--- config.mk ---
export PLATFORM = sky130hd
export DESIGN_NAME = tlb_search_arb
export DESIGN_NICKNAME = d
export VERILOG_FILES = /design/src/rtl/tlb_pkg.sv /design/src/rtl/tlb_prio_sel.sv /design/src/rtl/tlb_search_arb.sv
export SDC_FILE = /design/constraint.sdc
export NUM_CORES = 1
export LEC_CHECK = 0
export BUFFER_PORTS_ARGS = -buffer_cell sky130_fd_sc_hd__buf_2
export CAP_MARGIN = 20
export CORE_MARGIN = 1.5
export CORE_UTILIZATION = 43
export CTS_CLUSTER_SIZE = 25
export DETAILED_ROUTE_END_ITERATION = 12
export GPL_TIMING_DRIVEN = 1
export PLACE_DENSITY = 0.85
export REMOVE_ABC_BUFFERS = 1
export SLEW_MARGIN = 20
export SYNTH_ARGS = -nofsm -noshare
export SYNTH_HDL_FRONTEND = slang
export SYNTH_SLANG_ARGS = --single-unit
--- constraint.sdc ---
create_clock -name clk -period 4.4 [get_ports clk]
set_input_delay 1.1 -clock clk [delete_from_list [all_inputs] [get_ports clk]]
set_output_delay 1.1 -clock clk [all_outputs]
set_load 0.1 [all_outputs]
--- src/rtl/tlb_pkg.sv ---
// rtl/tlb_pkg.sv - shared TLB widths and search requester ids
package tlb_pkg;
  localparam int TLBNUM = 16;
  localparam int IDXW   = $clog2(TLBNUM);
  localparam int VPN2_W = 19;
  localparam int PFN_W  = 20;
  localparam int ASID_W = 8;

  // Requester ids double as bit positions in the one-hot grant/rsel vectors.
  localparam int REQ_I = 0;
  localparam int REQ_D = 1;
  localparam int REQ_P = 2;
endpackage

--- src/rtl/tlb_prio_sel.sv ---
// rtl/tlb_prio_sel.sv - 3-way fixed priority (p > d > i) with fetch starvation override
module tlb_prio_sel
  import tlb_pkg::*;
(
  input  logic [2:0] req_i,
  input  logic       starve_hit_i,
  input  logic       block_i,
  output logic [2:0] gnt_o
);

  always_comb begin
    gnt_o = 3'b000;
    if (!block_i) begin
      if (starve_hit_i && req_i[REQ_I]) gnt_o[REQ_I] = 1'b1;
      else if (req_i[REQ_P])            gnt_o[REQ_P] = 1'b1;
      else if (req_i[REQ_D])            gnt_o[REQ_D] = 1'b1;
      else if (req_i[REQ_I])            gnt_o[REQ_I] = 1'b1;
    end
  end

endmodule

--- src/rtl/tlb_search_arb.sv ---
// rtl/tlb_search_arb.sv - shares the TLB search port between fetch, data and TLBP
// with a registered one-cycle response and a fetch anti-starvation counter.
module tlb_search_arb
  import tlb_pkg::*;
#(
  parameter int TLBNUM = tlb_pkg::TLBNUM,
  parameter int IDXW   = $clog2(TLBNUM),
  parameter int STARVE = 3
) (
  input  logic              clk,
  input  logic              reset,
  input  logic              i_req_i,
  input  logic              d_req_i,
  input  logic              p_req_i,
  input  logic [VPN2_W-1:0] i_vpn2_i,
  input  logic [VPN2_W-1:0] d_vpn2_i,
  input  logic [VPN2_W-1:0] p_vpn2_i,
  input  logic              i_odd_i,
  input  logic              d_odd_i,
  output logic              i_gnt_o,
  output logic              d_gnt_o,
  output logic              p_gnt_o,
  output logic              i_rvalid_o,
  output logic              d_rvalid_o,
  output logic              p_rvalid_o,
  output logic              r_found_o,
  output logic [IDXW-1:0]   r_index_o,
  output logic [PFN_W-1:0]  r_pfn_o,
  output logic [2:0]        r_c_o,
  output logic              r_d_o,
  output logic              r_v_o,
  input  logic [ASID_W-1:0] asid_i,
  input  logic              tlbwi_we_i,
  input  logic              flush_i,
  output logic [VPN2_W-1:0] s_vpn2_o,
  output logic              s_odd_o,
  output logic [ASID_W-1:0] s_asid_o,
  input  logic              s_found_i,
  input  logic [IDXW-1:0]   s_index_i,
  input  logic [PFN_W-1:0]  s_pfn_i,
  input  logic [2:0]        s_c_i,
  input  logic              s_d_i,
  input  logic              s_v_i
);

  localparam int SCW = (STARVE > 2) ? $clog2(STARVE) : 1;
  localparam logic [SCW-1:0] STARVE_MAX = SCW'(STARVE - 1);

  logic [2:0]       req;
  logic [2:0]       gnt;
  logic [SCW-1:0]   starve_cnt_q, starve_cnt_d;
  logic [2:0]       rsel_q;
  logic             found_q;
  logic [IDXW-1:0]  index_q;
  logic [PFN_W-1:0] pfn_q;
  logic [2:0]       c_q;
  logic             d_q;
  logic             v_q;

  // A write-back flush cancels fetch/data but TLBP is already past the flush point.
  always_comb begin
    req        = 3'b000;
    req[REQ_I] = i_req_i & ~flush_i;
    req[REQ_D] = d_req_i & ~flush_i;
    req[REQ_P] = p_req_i;
  end

  tlb_prio_sel u_prio_sel (
    .req_i        (req),
    .starve_hit_i (starve_cnt_q == STARVE_MAX),
    .block_i      (tlbwi_we_i | reset),
    .gnt_o        (gnt)
  );

  assign i_gnt_o = gnt[REQ_I];
  assign d_gnt_o = gnt[REQ_D];
  assign p_gnt_o = gnt[REQ_P];

  always_comb begin
    starve_cnt_d = starve_cnt_q;
    if (!i_req_i || gnt[REQ_I])        starve_cnt_d = '0;
    else if (starve_cnt_q != STARVE_MAX) starve_cnt_d = starve_cnt_q + SCW'(1);
  end

  // Idle cycles steer the port to fetch; the result is simply not captured.
  always_comb begin
    s_vpn2_o = i_vpn2_i;
    s_odd_o  = i_odd_i;
    if (gnt[REQ_P]) begin
      s_vpn2_o = p_vpn2_i;
      s_odd_o  = 1'b0;
    end else if (gnt[REQ_D]) begin
      s_vpn2_o = d_vpn2_i;
      s_odd_o  = d_odd_i;
    end
  end

  assign s_asid_o = asid_i;

  always_ff @(posedge clk) begin
    if (reset) begin
      starve_cnt_q <= '0;
      rsel_q       <= 3'b000;
      found_q      <= 1'b0;
      index_q      <= '0;
      pfn_q        <= '0;
      c_q          <= 3'b000;
      d_q          <= 1'b0;
      v_q          <= 1'b0;
    end else begin
      starve_cnt_q <= starve_cnt_d;
      rsel_q       <= gnt;
      if (|gnt) begin
        found_q <= s_found_i;
        index_q <= s_index_i;
        pfn_q   <= s_pfn_i;
        c_q     <= s_c_i;
        d_q     <= s_d_i;
        v_q     <= s_v_i;
      end
    end
  end

  assign i_rvalid_o = rsel_q[REQ_I] & ~flush_i & ~reset;
  assign d_rvalid_o = rsel_q[REQ_D] & ~flush_i & ~reset;
  assign p_rvalid_o = rsel_q[REQ_P] & ~reset;

  assign r_found_o = found_q;
  assign r_index_o = index_q;
  assign r_pfn_o   = pfn_q;
  assign r_c_o     = c_q;
  assign r_d_o     = d_q;
  assign r_v_o     = v_q;

endmodule

Word level (Yosys, flattened, before mapping)
Index checks and enable logic that the tools add are counted. Widths: inputs -> output; s select.

Register bits: 35. Input port bits: 104. Output and inout bits: 64. Word-level logic and storage cells: 38.

Add/sub/neg operators: 1. Eq/ne operators: 2. Multiplexer cells: 12. Bitwise operators: 10. Reductions and logical operators: 5.

Operators by type and width (count): $mux 19 (2); $and 1x1->1 (7); $mux 1 (7); $mux 2 (2); $mux 3 (1); $reduce_or 3->1 (1); $add 2x1->2 const B (1); $eq 2x2->1 const B (1); $ne 2x2->1 const B (1); $not 1->1 (2); $reduce_or 2->1 (1); $logic_and 1x1->1 (1); $logic_not 1->1 (1); $logic_or 1x1->1 (1); $or 1x1->1 (1).

Logic depth before layout (Yosys ltp)
Depth in word-level cells: 9. Depth in mapped cells: 6. Mapped depth without buffers: 5.

Cells and area by module
From an unflattened synthesis, not the netlist that was laid out.

Cells, all modules: 244. Area total of the unflattened synthesis: 2124.5 um^2.

Modules (own cells, without submodules): tlb_search_arb (times used 1, cells each 239, area each 2087.0 um^2, seq. area each 700.7 um^2); tlb_prio_sel (times used 1, cells each 5, area each 37.5 um^2, seq. area each 0.0 um^2).

Worst setup path before layout
OpenSTA, ideal clock, no wires.

Kind: input to output. Start: input tlbwi_we_i. End: output i_gnt_o. Arrival time: 3583 ps. Required time: 3300 ps. Path slack: -283 ps. Stages on the path: 4. Buffers on the path: 1. Cell sequence: nor2_4 > buf_2 > nand2_1 > nor3_1.

Word-level cells in the longest chain between the ends: 2.

Ends and longest elaborated chain: from (decl) (line tlb_search_arb.sv:33) `input logic tlbwi_we_i,`; $or 1x1->1 (line tlb_search_arb.sv:71) `.block_i (tlbwi_we_i | reset),`; $mux 3 (line tlb_prio_sel.sv:13) `if (!block_i) begin`; to (decl) (line tlb_search_arb.sv:20) `output logic i_gnt_o,`.

No other way between the ends.

Worst setup path in the final report
Start: input tlbwi_we_i. End: output s_vpn2_o[3].

Word-level cells in the longest chain between the ends: 4.

Ends and longest elaborated chain: $or 1x1->1 (*) (line tlb_search_arb.sv:71); $mux 3 (*) (line tlb_prio_sel.sv:13); $mux 19 (line tlb_search_arb.sv:92) `end else if (gnt[REQ_D]) begin`; $mux 19 (*) (line tlb_search_arb.sv:89) `if (gnt[REQ_P]) begin`; to (decl) (line tlb_search_arb.sv:35) `output logic [VPN2_W-1:0] s_vpn2_o,`.

Every way passes the cells marked *; elsewhere a longest branch is shown, timed or not.

==> out/results.ini <==
[worst_setup_path]
critPathKind = input pin to output port
cp.arrival_ns = 2.88
cp_max_fo = 32
reg2reg_slack_ns = 3.08
timing.rr.end = rsel_q[2]
crit_slowest_cell = buf_2
cp_data_required_time_ns = 3.30
worstPathCellList = buf_2 > nor2_4 > o221a_4 > o221a_1 > buf_2
worstRegToRegCells = 5
worst_setup_path_start_kind = input pin
r2r_start = starve_cnt_q[0]
cp-end-kind = output port
cp_slowest_stage_delay_ns = 0.43
crit_top_cell = buf_2

[global_route]
grt_max_degree = 33
grt_first_pass_wirelength_mm = 10.83
grt_use_total = 0.2535
overflow = 0
antenna_found_initial = 0
grt_pass1_vias = 2293

[layout]
final_area_sq_um = 2993
mostFrequentLayoutCell = buf_2
fillers = 437
utilization = 0.6254
num-nets-final = 483
instances_no_fill = 445
layout_common_cells = 147 x buf_2, 35 x dfxtp_1, 32 x nand2_1
drive_gt1_frac = 0.4603
n_antenna_cell = 0
area_growth_pct = 38.91

[detailed_routing]
ant_nets = 0
dr_total_vias = 2616
first_pass_iters = 4
wl_per_cell_um = 16.61
drc = 0
wl_mm = 7.391
drtIter0Drc = 201
avgViaCountPerCell = 5.879

[timing]
max_freq_ghz = 0.2510
setup_viol = 0
tightest_slew_ns = 1.037
finalCriticalPeriod_ns = 3.984
period_share = 0.9054
hold_ws_ns = 0.4649
slew_headroom = 0.3053
slew_violations = 0
fin_ws_ns = 0.4163
final.setup_skew_ns = 0.0003392
finalHoldViolCount = 0
tns_ns = 0
rsz0062_at_grt = no

[pwr]
p_sw_mw = 0.4616
clkPwrFrac = 0.269
pwr_density_cell_nw_per_um2 = 351.5
switching_share = 0.4388
total_power_mw = 1.052
seqPwrFrac = 0.327
power.leakage_nw = 1.457
peakVddDrop_v = 0.0001500
power_frac_comb = 0.404
p_int_mw = 0.5904

[outcome]
status = finished, final reports clean

[synth]
synth_compound_area_frac = 0.3566
ys_types = 28
synth_fa_ha_area_frac = 0.005807
synth.cell_area_sq_um = 2155
syn-instance-count = 256
seq_area_frac_synth = 0.3252
synth_top_family_by_area = compound AO/OA/AOI/OAI gates
yosys_warnings = 0
ys_ff_latch = 35
synthTopCellsByArea = dfxtp_1 33%, o211ai_1 10%, o221a_1 9.9%
avgSynthCellArea_sq_um = 8.416
synthMuxAreaShare = 0
synth_top_area_frac = 0.3252
synth_top_area_cell = dfxtp_1
synth-xor-area-share = 0.004065
synthSimpleGateAreaFrac = 0.1940

[hold_path]
min_delay_path_depth = 2
min-delay-start = r_pfn_o[13]
hp-class = flip-flop to flip-flop
holdPathEnd = r_pfn_o[13]

[clocking]
cts.clk_slew.worst_paths_ns = 0.07
clock_sinks = 35
cts_resized = 0
cts_setup_buffers = 0
cts-root-buf = clkbuf_8
clockBufferDepth = 2
cts_inserted_buffers = 5
htree_levels = 2
cts_tree = built
insertion_delay_ns = 0.28
hold_buffers = 0

[die]
rows = 25
num_io_pins = 168
core_sq_um = 4786
die_area_sq_um = 5444
die_w_um = 73.79
die_h_um = 73.79
start_util = 0.4502

[placed_design]
placedCellCount = 438
io_buffers = 151
postPlaceCellArea_sq_um = 2887
dp_worst_setup_slack_ns = 0.4426
gp_congestion = 0.7663
dp_hpwl_mm = 5.312

[flow_run]
drv_cap = 0

## worst max-delay path: cells and delay by family
family | cells | cell delay, ns
buf+inv | 2 | 0.71
compound gates | 2 | 0.66
simple gates | 1 | 0.41
## how the worst max path moves through the flow
stage | start | end | slack, ns | cells after the start
2_1_floorplan | tlbwi_we_i | i_gnt_o | -0.62 | 3
3_3_place_gp | tlbwi_we_i | s_vpn2_o[6] | 0.52 | 5
5_1_grt | tlbwi_we_i | s_vpn2_o[18] | 0.33 | 5
3_5_place_dp | tlbwi_we_i | s_vpn2_o[2] | 0.44 | 5
6_report | tlbwi_we_i | s_vpn2_o[3] | 0.42 | 5
4_1_cts | tlbwi_we_i | s_vpn2_o[3] | 0.43 | 5
## cells by family after synthesis
logic type,count (synthesis)
buf+inv,48
simple gates,86
compound gates,85
xor+xnor,1
fa+ha+maj,1
flops,35
## synth_stat cells
cell type / number
a21oi_1: 1
and4b_1: 2
buf_2: 13
buf_4: 9
buf_6: 2
clkbuf_1: 18
clkbuf_2: 1
dfxtp_1: 35
ha_1: 1
inv_1: 5
nand2_1: 32
nand2_2: 1
nand4_1: 19
nor2_1: 20
nor2_4: 1
nor2b_1: 2
nor2b_2: 1
nor3_1: 6
nor3b_1: 2
o211ai_1: 30
o211ai_2: 1
o21ba_2: 2
o221a_1: 19
o221a_4: 1
o2bb2ai_1: 1
o311ai_0: 21
o311ai_1: 9
xor2_1: 1
## power by group through the flow
stage	logic (mW)	registers [mW]	clock network, mW
global placement	0.419	0.351	0
global route	0.442	0.346	0.304
detailed placement	0.424	0.351	0
finish	0.425	0.344	0.283
floorplan	0.189	0.471	0
CTS	0.425	0.344	0.289
## registers in the layout (all words and copies together), names as in the netlist
name / flops
r_c_o: 3
r_index_o: 4
starve_cnt_q: 2
r_v_o: 1
r_found_o: 1
rsel_q: 3
r_d_o: 1
r_pfn_o: 20
## per-layer routing
metal / GRT usage / up-vias / share of wire / routed length (um)
met2: 0.3974 / 108 / 0.51 / 3745
li1: - / 1247 / - / -
met5: 0 / - / 0 / 0
met4: 0.08848 / 0 / 0.023 / 169
met3: 0.06859 / 19 / 0.054 / 399
met1: 0.3342 / 1242 / 0.42 / 3076
## cell type report
type | instances | area, sq um | area share
multi-input cells | 173 | 1215 | 0.4059
repair buffers | 158 | 868.3 | 0.2901
flip-flops and latches | 35 | 700.7 | 0.2341
well taps | 67 | 83.83 | 0.02801
clock buffers | 5 | 68.82 | 0.02299
clock inverters | 2 | 37.54 | 0.01254
inverters | 5 | 18.77 | 0.006271
(Power assumes the default switching activity.)
